File: config.mk
export PLATFORM = sky130hd
export DESIGN_NAME = multicycle_ctrl_flat
export DESIGN_NICKNAME = d
export VERILOG_FILES = /design/src/rtl/multicycle_ctrl_if.sv /design/src/rtl/multicycle_ctrl.sv /design/src/flat_wrapper.sv
export SDC_FILE = /design/constraint.sdc
export NUM_CORES = 1
export LEC_CHECK = 0
export CAP_MARGIN = 20
export CORE_UTILIZATION = 44
export CTS_CLUSTER_SIZE = 40
export DETAILED_ROUTE_END_ITERATION = 16
export PLACE_DENSITY = 0.8
export SYNTH_ARGS = -nofsm -noshare
export SYNTH_HDL_FRONTEND = slang
export SYNTH_SLANG_ARGS = --single-unit
File: constraint.sdc
create_clock -name clk -period 2.1 [get_ports clk]
set_input_delay 0.21 -clock clk [delete_from_list [all_inputs] [get_ports clk]]
set_output_delay 0.21 -clock clk [all_outputs]
set_load 0.05 [all_outputs]
File: src/rtl/multicycle_ctrl_if.sv
// Control bundle between the multi-cycle controller and the shared RISC-V datapath.
// The master side is the controller; the slave side is the datapath and memory port.
interface multicycle_ctrl_if;
  // instruction fields and status coming back from the datapath / memory
  logic [6:0] opcode;
  logic [2:0] funct3;
  logic [6:0] funct7;
  logic       zero;
  logic       mem_ready;
  // control lines driven by the controller
  logic       mem_req;
  logic       mem_we;
  logic       addr_src;
  logic       ir_write;
  logic       pc_write;
  logic [1:0] pc_src;
  logic [1:0] alu_src_a;
  logic [1:0] alu_src_b;
  logic [2:0] alu_control;
  logic [2:0] imm_control;
  logic       reg_write;
  logic [1:0] result_src;
  logic       illegal;

  modport master (
    input  opcode, funct3, funct7, zero, mem_ready,
    output mem_req, mem_we, addr_src, ir_write, pc_write, pc_src,
           alu_src_a, alu_src_b, alu_control, imm_control,
           reg_write, result_src, illegal
  );

  modport slave (
    output opcode, funct3, funct7, zero, mem_ready,
    input  mem_req, mem_we, addr_src, ir_write, pc_write, pc_src,
           alu_src_a, alu_src_b, alu_control, imm_control,
           reg_write, result_src, illegal
  );
endinterface

File: src/rtl/multicycle_ctrl.sv
// Multi-cycle control FSM for a shared 32-bit RISC-V datapath.
// One ALU and one memory port are time-shared across fetch, address
// generation, branch compare and writeback. Outputs are decoded from the
// state register and the instruction fields held in the instruction register.
module multicycle_ctrl #(
  parameter int DIV_LATENCY = 4
) (
  input  logic                clk,
  input  logic                reset,
  multicycle_ctrl_if.master   bus
);

  typedef enum logic [3:0] {
    S_IDLE      = 4'd0,
    S_FETCH     = 4'd1,
    S_DECODE    = 4'd2,
    S_EXEC_R    = 4'd3,
    S_EXEC_I    = 4'd4,
    S_WB_ALU    = 4'd5,
    S_MEM_ADDR  = 4'd6,
    S_MEM_READ  = 4'd7,
    S_WB_MEM    = 4'd8,
    S_MEM_WRITE = 4'd9,
    S_BRANCH    = 4'd10,
    S_JAL       = 4'd11,
    S_LUI       = 4'd12,
    S_TRAP      = 4'd13
  } state_t;

  localparam logic [6:0] OP_R     = 7'b0110011;
  localparam logic [6:0] OP_I     = 7'b0010011;
  localparam logic [6:0] OP_LOAD  = 7'b0000011;
  localparam logic [6:0] OP_STORE = 7'b0100011;
  localparam logic [6:0] OP_BR    = 7'b1100011;
  localparam logic [6:0] OP_JAL   = 7'b1101111;
  localparam logic [6:0] OP_LUI   = 7'b0110111;

  localparam logic [2:0] ALU_ADD = 3'b000;
  localparam logic [2:0] ALU_SUB = 3'b001;
  localparam logic [2:0] ALU_AND = 3'b010;
  localparam logic [2:0] ALU_SLT = 3'b011;
  localparam logic [2:0] ALU_DIV = 3'b100;
  localparam logic [2:0] ALU_REM = 3'b101;

  // counter reload value: EXEC_R occupies DIV_LATENCY cycles for div/rem
  localparam logic [3:0] DIV_LOAD = 4'(DIV_LATENCY - 1);

  state_t     state_q, state_d;
  logic [3:0] div_cnt_q, div_cnt_d;

  logic       r_legal_s;
  logic       r_long_s;
  logic [2:0] r_alu_s;
  logic       i_legal_s;
  logic [2:0] i_alu_s;
  logic [2:0] dec_imm_s;

  // R-type funct7/funct3 decode: legality, ALU operation, multi-cycle flag
  always_comb begin
    r_legal_s = 1'b0;
    r_long_s  = 1'b0;
    r_alu_s   = ALU_ADD;
    case (bus.funct7)
      7'b0000000: begin
        case (bus.funct3)
          3'b000:  begin r_legal_s = 1'b1; r_alu_s = ALU_ADD; end
          3'b111:  begin r_legal_s = 1'b1; r_alu_s = ALU_AND; end
          3'b010:  begin r_legal_s = 1'b1; r_alu_s = ALU_SLT; end
          default: begin r_legal_s = 1'b0; r_alu_s = ALU_ADD; end
        endcase
      end
      7'b0100000: begin
        if (bus.funct3 == 3'b000) begin
          r_legal_s = 1'b1;
          r_alu_s   = ALU_SUB;
        end else begin
          r_legal_s = 1'b0;
          r_alu_s   = ALU_ADD;
        end
      end
      7'b0000001: begin
        case (bus.funct3)
          3'b100:  begin r_legal_s = 1'b1; r_long_s = 1'b1; r_alu_s = ALU_DIV; end
          3'b110:  begin r_legal_s = 1'b1; r_long_s = 1'b1; r_alu_s = ALU_REM; end
          default: begin r_legal_s = 1'b0; r_long_s = 1'b0; r_alu_s = ALU_ADD; end
        endcase
      end
      default: begin
        r_legal_s = 1'b0;
        r_long_s  = 1'b0;
        r_alu_s   = ALU_ADD;
      end
    endcase
  end

  // I-type ALU funct3 decode and opcode-to-immediate-format decode
  always_comb begin
    i_legal_s = 1'b0;
    i_alu_s   = ALU_ADD;
    case (bus.funct3)
      3'b000:  begin i_legal_s = 1'b1; i_alu_s = ALU_ADD; end
      3'b111:  begin i_legal_s = 1'b1; i_alu_s = ALU_AND; end
      3'b010:  begin i_legal_s = 1'b1; i_alu_s = ALU_SLT; end
      default: begin i_legal_s = 1'b0; i_alu_s = ALU_ADD; end
    endcase
    case (bus.opcode)
      OP_I, OP_LOAD: dec_imm_s = 3'b001;
      OP_STORE:      dec_imm_s = 3'b010;
      OP_BR:         dec_imm_s = 3'b011;
      OP_LUI:        dec_imm_s = 3'b100;
      OP_JAL:        dec_imm_s = 3'b101;
      default:       dec_imm_s = 3'b000;
    endcase
  end

  // state and div counter registers; reset parks the FSM in IDLE
  always_ff @(posedge clk or negedge reset) begin
    if (!reset) begin
      state_q   <= S_IDLE;
      div_cnt_q <= 4'd0;
    end else begin
      state_q   <= state_d;
      div_cnt_q <= div_cnt_d;
    end
  end

  // next-state logic and Moore output decode; anything not set stays 0
  always_comb begin
    state_d         = state_q;
    div_cnt_d       = div_cnt_q;
    bus.mem_req     = 1'b0;
    bus.mem_we      = 1'b0;
    bus.addr_src    = 1'b0;
    bus.ir_write    = 1'b0;
    bus.pc_write    = 1'b0;
    bus.pc_src      = 2'b00;
    bus.alu_src_a   = 2'b00;
    bus.alu_src_b   = 2'b00;
    bus.alu_control = ALU_ADD;
    bus.imm_control = 3'b000;
    bus.reg_write   = 1'b0;
    bus.result_src  = 2'b00;
    bus.illegal     = 1'b0;
    case (state_q)
      S_IDLE: begin
        state_d = S_FETCH;
      end
      S_FETCH: begin
        bus.mem_req   = 1'b1;
        bus.alu_src_b = 2'b10;
        // IR and PC load only on the cycle memory completes the fetch
        if (bus.mem_ready) begin
          bus.ir_write = 1'b1;
          bus.pc_write = 1'b1;
          state_d      = S_DECODE;
        end else begin
          state_d = S_FETCH;
        end
      end
      S_DECODE: begin
        // old PC + imm precomputes the branch/jal target into ALUOut
        bus.alu_src_a   = 2'b01;
        bus.alu_src_b   = 2'b01;
        bus.imm_control = dec_imm_s;
        case (bus.opcode)
          OP_R: begin
            state_d   = S_EXEC_R;
            div_cnt_d = DIV_LOAD;
          end
          OP_I:              state_d = S_EXEC_I;
          OP_LOAD, OP_STORE: state_d = S_MEM_ADDR;
          OP_BR:             state_d = S_BRANCH;
          OP_JAL:            state_d = S_JAL;
          OP_LUI:            state_d = S_LUI;
          default:           state_d = S_TRAP;
        endcase
      end
      S_EXEC_R: begin
        bus.alu_src_a   = 2'b10;
        bus.alu_control = r_alu_s;
        if (!r_legal_s) begin
          state_d = S_TRAP;
        end else if (r_long_s && (div_cnt_q != 4'd0)) begin
          div_cnt_d = div_cnt_q - 4'd1;
        end else begin
          state_d = S_WB_ALU;
        end
      end
      S_EXEC_I: begin
        bus.alu_src_a   = 2'b10;
        bus.alu_src_b   = 2'b01;
        bus.imm_control = 3'b001;
        bus.alu_control = i_alu_s;
        state_d         = i_legal_s ? S_WB_ALU : S_TRAP;
      end
      S_WB_ALU: begin
        bus.reg_write = 1'b1;
        state_d       = S_FETCH;
      end
      S_MEM_ADDR: begin
        bus.alu_src_a   = 2'b10;
        bus.alu_src_b   = 2'b01;
        bus.imm_control = (bus.opcode == OP_STORE) ? 3'b010 : 3'b001;
        if (bus.funct3 != 3'b010) begin
          state_d = S_TRAP;
        end else if (bus.opcode == OP_STORE) begin
          state_d = S_MEM_WRITE;
        end else begin
          state_d = S_MEM_READ;
        end
      end
      S_MEM_READ: begin
        bus.mem_req  = 1'b1;
        bus.addr_src = 1'b1;
        state_d      = bus.mem_ready ? S_WB_MEM : S_MEM_READ;
      end
      S_WB_MEM: begin
        bus.reg_write  = 1'b1;
        bus.result_src = 2'b01;
        state_d        = S_FETCH;
      end
      S_MEM_WRITE: begin
        bus.mem_req  = 1'b1;
        bus.mem_we   = 1'b1;
        bus.addr_src = 1'b1;
        state_d      = bus.mem_ready ? S_FETCH : S_MEM_WRITE;
      end
      S_BRANCH: begin
        bus.alu_src_a   = 2'b10;
        bus.alu_control = ALU_SUB;
        bus.pc_src      = 2'b01;
        case (bus.funct3)
          3'b000: begin bus.pc_write = bus.zero;  state_d = S_FETCH; end
          3'b001: begin bus.pc_write = ~bus.zero; state_d = S_FETCH; end
          default: begin bus.pc_write = 1'b0;     state_d = S_TRAP;  end
        endcase
      end
      S_JAL: begin
        // rd gets old PC + 4 while the PC takes the target held in ALUOut
        bus.alu_src_a = 2'b01;
        bus.alu_src_b = 2'b10;
        bus.reg_write = 1'b1;
        bus.pc_write  = 1'b1;
        bus.pc_src    = 2'b01;
        state_d       = S_FETCH;
      end
      S_LUI: begin
        bus.imm_control = 3'b100;
        bus.reg_write   = 1'b1;
        bus.result_src  = 2'b10;
        state_d         = S_FETCH;
      end
      S_TRAP: begin
        bus.illegal = 1'b1;
        state_d     = S_TRAP;
      end
      default: begin
        state_d = S_IDLE;
      end
    endcase
  end

endmodule

File: src/flat_wrapper.sv
// flat-port wrapper written by rule: the top's interface ports become plain ports
module multicycle_ctrl_flat 
#(
  parameter int DIV_LATENCY = 4
)
  (clk, reset, bus_opcode, bus_funct3, bus_funct7, bus_zero, bus_mem_ready, bus_mem_req, bus_mem_we, bus_addr_src, bus_ir_write, bus_pc_write, bus_pc_src, bus_alu_src_a, bus_alu_src_b, bus_alu_control, bus_imm_control, bus_reg_write, bus_result_src, bus_illegal);
  multicycle_ctrl_if bus_i ();
  input  logic clk;
  input  logic reset;
  input wire logic [$bits(bus_i.opcode)-1:0] bus_opcode;
  input wire logic [$bits(bus_i.funct3)-1:0] bus_funct3;
  input wire logic [$bits(bus_i.funct7)-1:0] bus_funct7;
  input wire logic [$bits(bus_i.zero)-1:0] bus_zero;
  input wire logic [$bits(bus_i.mem_ready)-1:0] bus_mem_ready;
  output wire logic [$bits(bus_i.mem_req)-1:0] bus_mem_req;
  output wire logic [$bits(bus_i.mem_we)-1:0] bus_mem_we;
  output wire logic [$bits(bus_i.addr_src)-1:0] bus_addr_src;
  output wire logic [$bits(bus_i.ir_write)-1:0] bus_ir_write;
  output wire logic [$bits(bus_i.pc_write)-1:0] bus_pc_write;
  output wire logic [$bits(bus_i.pc_src)-1:0] bus_pc_src;
  output wire logic [$bits(bus_i.alu_src_a)-1:0] bus_alu_src_a;
  output wire logic [$bits(bus_i.alu_src_b)-1:0] bus_alu_src_b;
  output wire logic [$bits(bus_i.alu_control)-1:0] bus_alu_control;
  output wire logic [$bits(bus_i.imm_control)-1:0] bus_imm_control;
  output wire logic [$bits(bus_i.reg_write)-1:0] bus_reg_write;
  output wire logic [$bits(bus_i.result_src)-1:0] bus_result_src;
  output wire logic [$bits(bus_i.illegal)-1:0] bus_illegal;
  assign bus_i.opcode = bus_opcode;
  assign bus_i.funct3 = bus_funct3;
  assign bus_i.funct7 = bus_funct7;
  assign bus_i.zero = bus_zero;
  assign bus_i.mem_ready = bus_mem_ready;
  assign bus_mem_req = bus_i.mem_req;
  assign bus_mem_we = bus_i.mem_we;
  assign bus_addr_src = bus_i.addr_src;
  assign bus_ir_write = bus_i.ir_write;
  assign bus_pc_write = bus_i.pc_write;
  assign bus_pc_src = bus_i.pc_src;
  assign bus_alu_src_a = bus_i.alu_src_a;
  assign bus_alu_src_b = bus_i.alu_src_b;
  assign bus_alu_control = bus_i.alu_control;
  assign bus_imm_control = bus_i.imm_control;
  assign bus_reg_write = bus_i.reg_write;
  assign bus_result_src = bus_i.result_src;
  assign bus_illegal = bus_i.illegal;
  multicycle_ctrl #(.DIV_LATENCY(DIV_LATENCY)) u_core (.clk(clk), .reset(reset), .bus(bus_i));
endmodule
==> metrics, run 1 <==
outcome=complete, no violations; Hold Vio Cnt, Final=0; Synth Cell Area=1119 um^2; most common cell after layout, fill and taps aside=buf_4; setup tns final=0 ns; most frequent cells in the layout=buf_4 (30), buf_12 (20), nand2_1 (19); P per Cell Area=1092 nW/um^2; number of global-route vias before repair=approximately 1,500; top-area cell type share of the netlist area=17.90%; routability cong.=a little under 0.9; WP data required=around 1.9 ns; antenna viol nets, final=0; fraction of layout cells with a size suffix above 1=36.84%; hold slack=0.2052 ns; Ports=42; hpwl dp=2961 um; clock tree root buffer cell=clkbuf_4; diode count=0; CTS tree=yes; HP Class=primary input to async pin; fmax=between 0.4 and 0.5 GHz; Post-synth top flop=dfrtp_1; Startpoint Class=flop; die height=52.42 um; clock slew at reported path FFs=about 0.070 ns; number of synthesized flops with an enable pin=0; initial antenna violation count=0; final-stage net count=253; setup repair after global routing missed its margin=yes; Leak=0.8520 nW; DR iter-0 viols=126; max_slew headroom=between 60 and 70%; critical path arrival=1.88 ns; Mapped Cells=168; first-pass GRT wire length=6720 um; WS Path Type=flop to primary output; post-synth cell types=46; Worst-Margin Slew=0.5178 ns; Overall Global Routing Usage=between 30 and 40%; crit path max fanout=3; number of hold buffers added after CTS=0; ys async rst share=100.0%; fin crit share=99.75%; synthesized area per cell=6.658 um^2; aggregate global routing overflow=0; Slew Viols, Final=0; Area growth syn-to-layout=87.14%; area of the multi-input gates=963.4 um^2; Die X=roughly 52 um; critical path endpoint category=primary output; WL per Instance=between 15 and 20 um; # port buffers=40; register area share after synthesis=around 18%; leading area contributor after synthesis=dfrtp_1; Setup violations, final=0; Final Routed Wirelength=4888 um; clock latency on the worst-skew pair=0.27 ns; largest net degree at the start of global routing=19; Initial Util=48.69%; CORE AREA=2297 um^2; Yosys reg bits=8; via count=1,703; Final Skew=between 0.015 and 0.02 ns; Max Cap Viol=0; Mapped Nets=191; clock buffer count from CTS=3; drt drc=0; fillers=96; Peak VDD IR=0.001466 V; Bufs on Longest Clock Path=2; sequential standard cell area=202.7 um^2; vias per cell=6.652; Pre-antenna DRT Iters=5; YS warnings=0; Clock Sinks=8; Die Area=2748 um^2; ranking of synthesized cells by area=dfrtp_1 (18%), nand2_1 (6.4%), nor2_1 (5.7%); crit path time final=2.095 ns; Rows=17; Clock H-tree levels=1
[flip-flops by register name (all words and copies together) (netlist names)]
| signal | flops |
|---|---|
| u_core.div_cnt_q | 4 |
| u_core.state_q | 4 |
[logic make-up after synthesis]
family	after synthesis	synth area share, %
simple gates	81	37.92
mux	2	1.902
other cells	1	0.3352
buf+inv	23	8.278
fa+ha+maj	3	3.132
xor+xnor	5	3.915
compound gates	45	26.62
flops	8	17.90
[timing repair]
action                                 CTS  global route
resized for setup                       17            10
endpoints found under the hold margin    0             0
pin swaps                                5             4
setup buffers                            3             3
setup endpoints to repair                3             8
[cell type report]
type                       count  area share, %
clock buffer                   3          1.076
inverter                       8          1.435
multi-input combinational    137          46.03
sequential                     8          9.683
tap                           28          1.674
timing repair buffer          72          40.11
[metrics by stage]
stage                     util, %  cells  cell area [um^2]  setup WS (ns)  total power, mW
after floorplan                 -    168              1187       -0.09690            1.210
after global placement      85.13    247              1956        -0.2666            1.946
after detailed placement    85.13    247              1956        -0.2994            1.967
after CTS                   88.24    253              2027       -0.04346            2.146
after global routing        91.12    256              2093       -0.04927            2.386
final                       91.12    256              2093       0.005281            2.286
[routing by layer]
| metal | global-route usage, % | part of all wire (%) | vias to the layer above |
|---|---|---|---|
| met5 | 0 | 0 | - |
| met4 | 15.35 | 4.3 | 0 |
| met3 | 5.217 | 8.1 | 24 |
| met2 | 60.34 | 51 | 135 |
| met1 | 37.10 | 36 | 806 |
| li1 | - | - | 738 |
[path summary, 6_finish.rpt]
kind,start,end,slack (ns),depth (start not counted)
max in group asynchronous,reset,u_core.state_q[1],1.60,1
max,u_core.state_q[2],bus_alu_control[1],0.005,5
min,reset,u_core.div_cnt_q[0],0.21,1
min reg2reg,u_core.div_cnt_q[1],u_core.div_cnt_q[1],0.56,1
max reg2reg,u_core.state_q[2],u_core.div_cnt_q[0],0.15,6
min in group clk,bus_funct7[6],u_core.state_q[3],0.52,5
[Yosys cell counts (3+ instances only)]
cell	instances
a31o_2	3
nand2_1	19
o22ai_1	5
nand4_1	4
o21a_1	3
nor4_1	5
nand2b_1	4
dfrtp_1	8
clkbuf_1	10
o21ai_0	7
nor2_1	17
or3_1	4
inv_1	8
xor2_1	4
nand3_1	5
a31oi_1	3
nor3_1	10
a21oi_1	10
[worst max-delay path, stage by stage, from the launching register on]
cell and delay, ns:
dfrtp_1 0.39, nand4bb_4 0.25, or3_4 0.34, o31a_1 0.29, nor3_4 0.21, buf_12 0.16
[report_power, final]
group	total, mW	internal [mW]	switching (mW)
clock network	0.128	0.0659	0.0623
registers	0.239	0.193	0.0467
logic	1.92	0.831	1.09
Power figures use the tool's default switching activity.
==> run 2, diff against run 1 <==
CAP_MARGIN = 10   (was 20)
REMOVE_ABC_BUFFERS = 1   (was default)
==> metrics, run 2 (synthesis results as in run 1) <==
Critical R2R Capture=u_core.div_cnt_q[1]; Bufs on Longest Clock Path=2; critical path endpoint category=primary output; Final Skew=0.004046 ns; Slew Viols, Final=0; vias per cell=6.455; clock slew at reported path FFs=0.06 ns; clock latency on the worst-skew pair=0.26 ns; Rows=17; CORE AREA=2297 um^2; most common cell after layout, fill and taps aside=buf_4; Final Routed Wirelength=4752 um; Hold Vio Cnt, Final=0; max_slew headroom=63.82%; most frequent cells in the layout=buf_4 (33), nand2_1 (19), buf_12 (18); largest net degree at the start of global routing=19; Die X=52.42 um; via count=1,659; Overall Global Routing Usage=32.45%; crit path time final=2.195 ns; P per Cell Area=1064 nW/um^2; violated checks=setup timing; HP Class=primary input to async pin; Final WS setup=-0.09524 ns; R2R Setup Slk=~0.22 ns; Startpoint Class=flop; dpl cells=250; number of global-route vias before repair=approximately 1,600; WS Path Type=flop to primary output; fmax=0.4555 GHz; Area growth syn-to-layout=84.23%; first-pass GRT wire length=6679 um; clock tree root buffer cell=clkbuf_4; die height=52.42 um; diode count=0; Area after DPL=1897 um^2; Regs by FF count=u_core.div_cnt_q: 4 flops, u_core.state_q: 4 flops; WP data required=1.89 ns; setup repair after global routing missed its margin=yes; Ports=42; initial antenna violation count=0; WL per Instance=18.49 um; Clock H-tree levels=1; # port buffers=40; Worst-Margin Slew=between 0.5 and 0.6 ns; cell depth of the worst flop-to-flop path=7; drt drc=0; clock buffer count from CTS=3; Leak=0.8529 nW; antenna viol nets, final=0; fin crit share=104.5%; CTS tree=yes; aggregate global routing overflow=0; Setup violations, final=1; DR iter-0 viols=111; Place WS=-0.3504 ns; crit path max fanout=4; Peak VDD IR=between 0.001 and 0.0015 V; routability cong.=0.8970; total chip power=2.192 mW; Die Area=2748 um^2; Max Cap Viol=0; final-stage net count=approximately 250; Reg2Reg Launch Point=u_core.state_q[3]; outcome=finished, violations left; critical path arrival=1.99 ns; Pre-antenna DRT Iters=6; Clock Sinks=8; fin cells=about 260; Initial Util=about 50%; Finished Cell Area=~2100 um^2; hpwl dp=3102 um; fraction of layout cells with a size suffix above 1=36.68%
## run 2: changes by cell type in the layout (fill, tap and decap cells not counted), moves of 2 or more
cell and delta:
nor2_1 -2, buf_12 -2, nor3_1 +3, buf_4 +3, nor3_4 -2, nor2_2 +2
## run 2: how the worst max path moves through the flow
stage                           start                  to  slack (ns)  depth (start not counted)
floorplan           u_core.state_q[0]  bus_imm_control[1]       -1.40                          2
global placement        bus_funct7[3]  bus_alu_control[1]       -0.27                          6
detailed placement      bus_funct7[3]  bus_alu_control[1]       -0.35                          6
CTS                     bus_funct7[4]  bus_alu_control[1]       -0.08                          6
global route        u_core.state_q[0]  bus_alu_control[1]       -0.11                          5
finish              u_core.state_q[0]  bus_alu_control[1]        -0.1                          5
## run 2: final cells by class
cell class	count	area, um^2
Timing Repair Buffer	73	835.8
Multi-Input combinational cell	137	934.6
Tap cell	28	35.03
Sequential cell	8	202.7
Clock buffer	3	22.52
Fill cell	99	236.5
Inverter	8	30.03
## run 2: critical path, stage by stage, from the launching register on
cell       delay (ns)
dfrtp_2          0.46
buf_6            0.14
or4b_4           0.55
o31a_1           0.15
nor3_2           0.23
clkbuf_16        0.21
## run 2: report_power, final
part           total (mW)  internal, mW  switching (mW)
Clock               0.120        0.0655          0.0541
Sequential          0.245         0.193          0.0522
Combinational        1.83         0.780            1.05
## run 2: layer usage
metal  part of all wire, %  up-vias  GRT usage (%)
met5                     0        -              0
met4                   5.2        0          16.67
met3                   8.6       36          3.478
met2                    51      135          59.28
met1                    35      751          36.38
li1                      -      737              -
## run 2: stage by stage
| step | hold WS (ns) | utilization, % | TNS [ns] |
|---|---|---|---|
| 6_report | 0.2251 | 89.71 | -0.09524 |
| 5_1_grt | 0.2550 | 89.71 | -0.2247 |
| 4_1_cts | 0.2345 | 85.89 | -0.08234 |
| 3_5_place_dp | 0.4931 | 82.57 | -0.9192 |
| 3_3_place_gp | 0.4864 | 82.57 | -0.6136 |
| 2_1_floorplan | -0.08559 | - | -3.542 |
## run 2: what timing repair did
action,4_1_cts,5_1_grt
pin swaps,4,4
hold buffers,0,0
endpoints found under the setup margin,5,6
gates resized for setup,22,15
buffers inserted,1,3
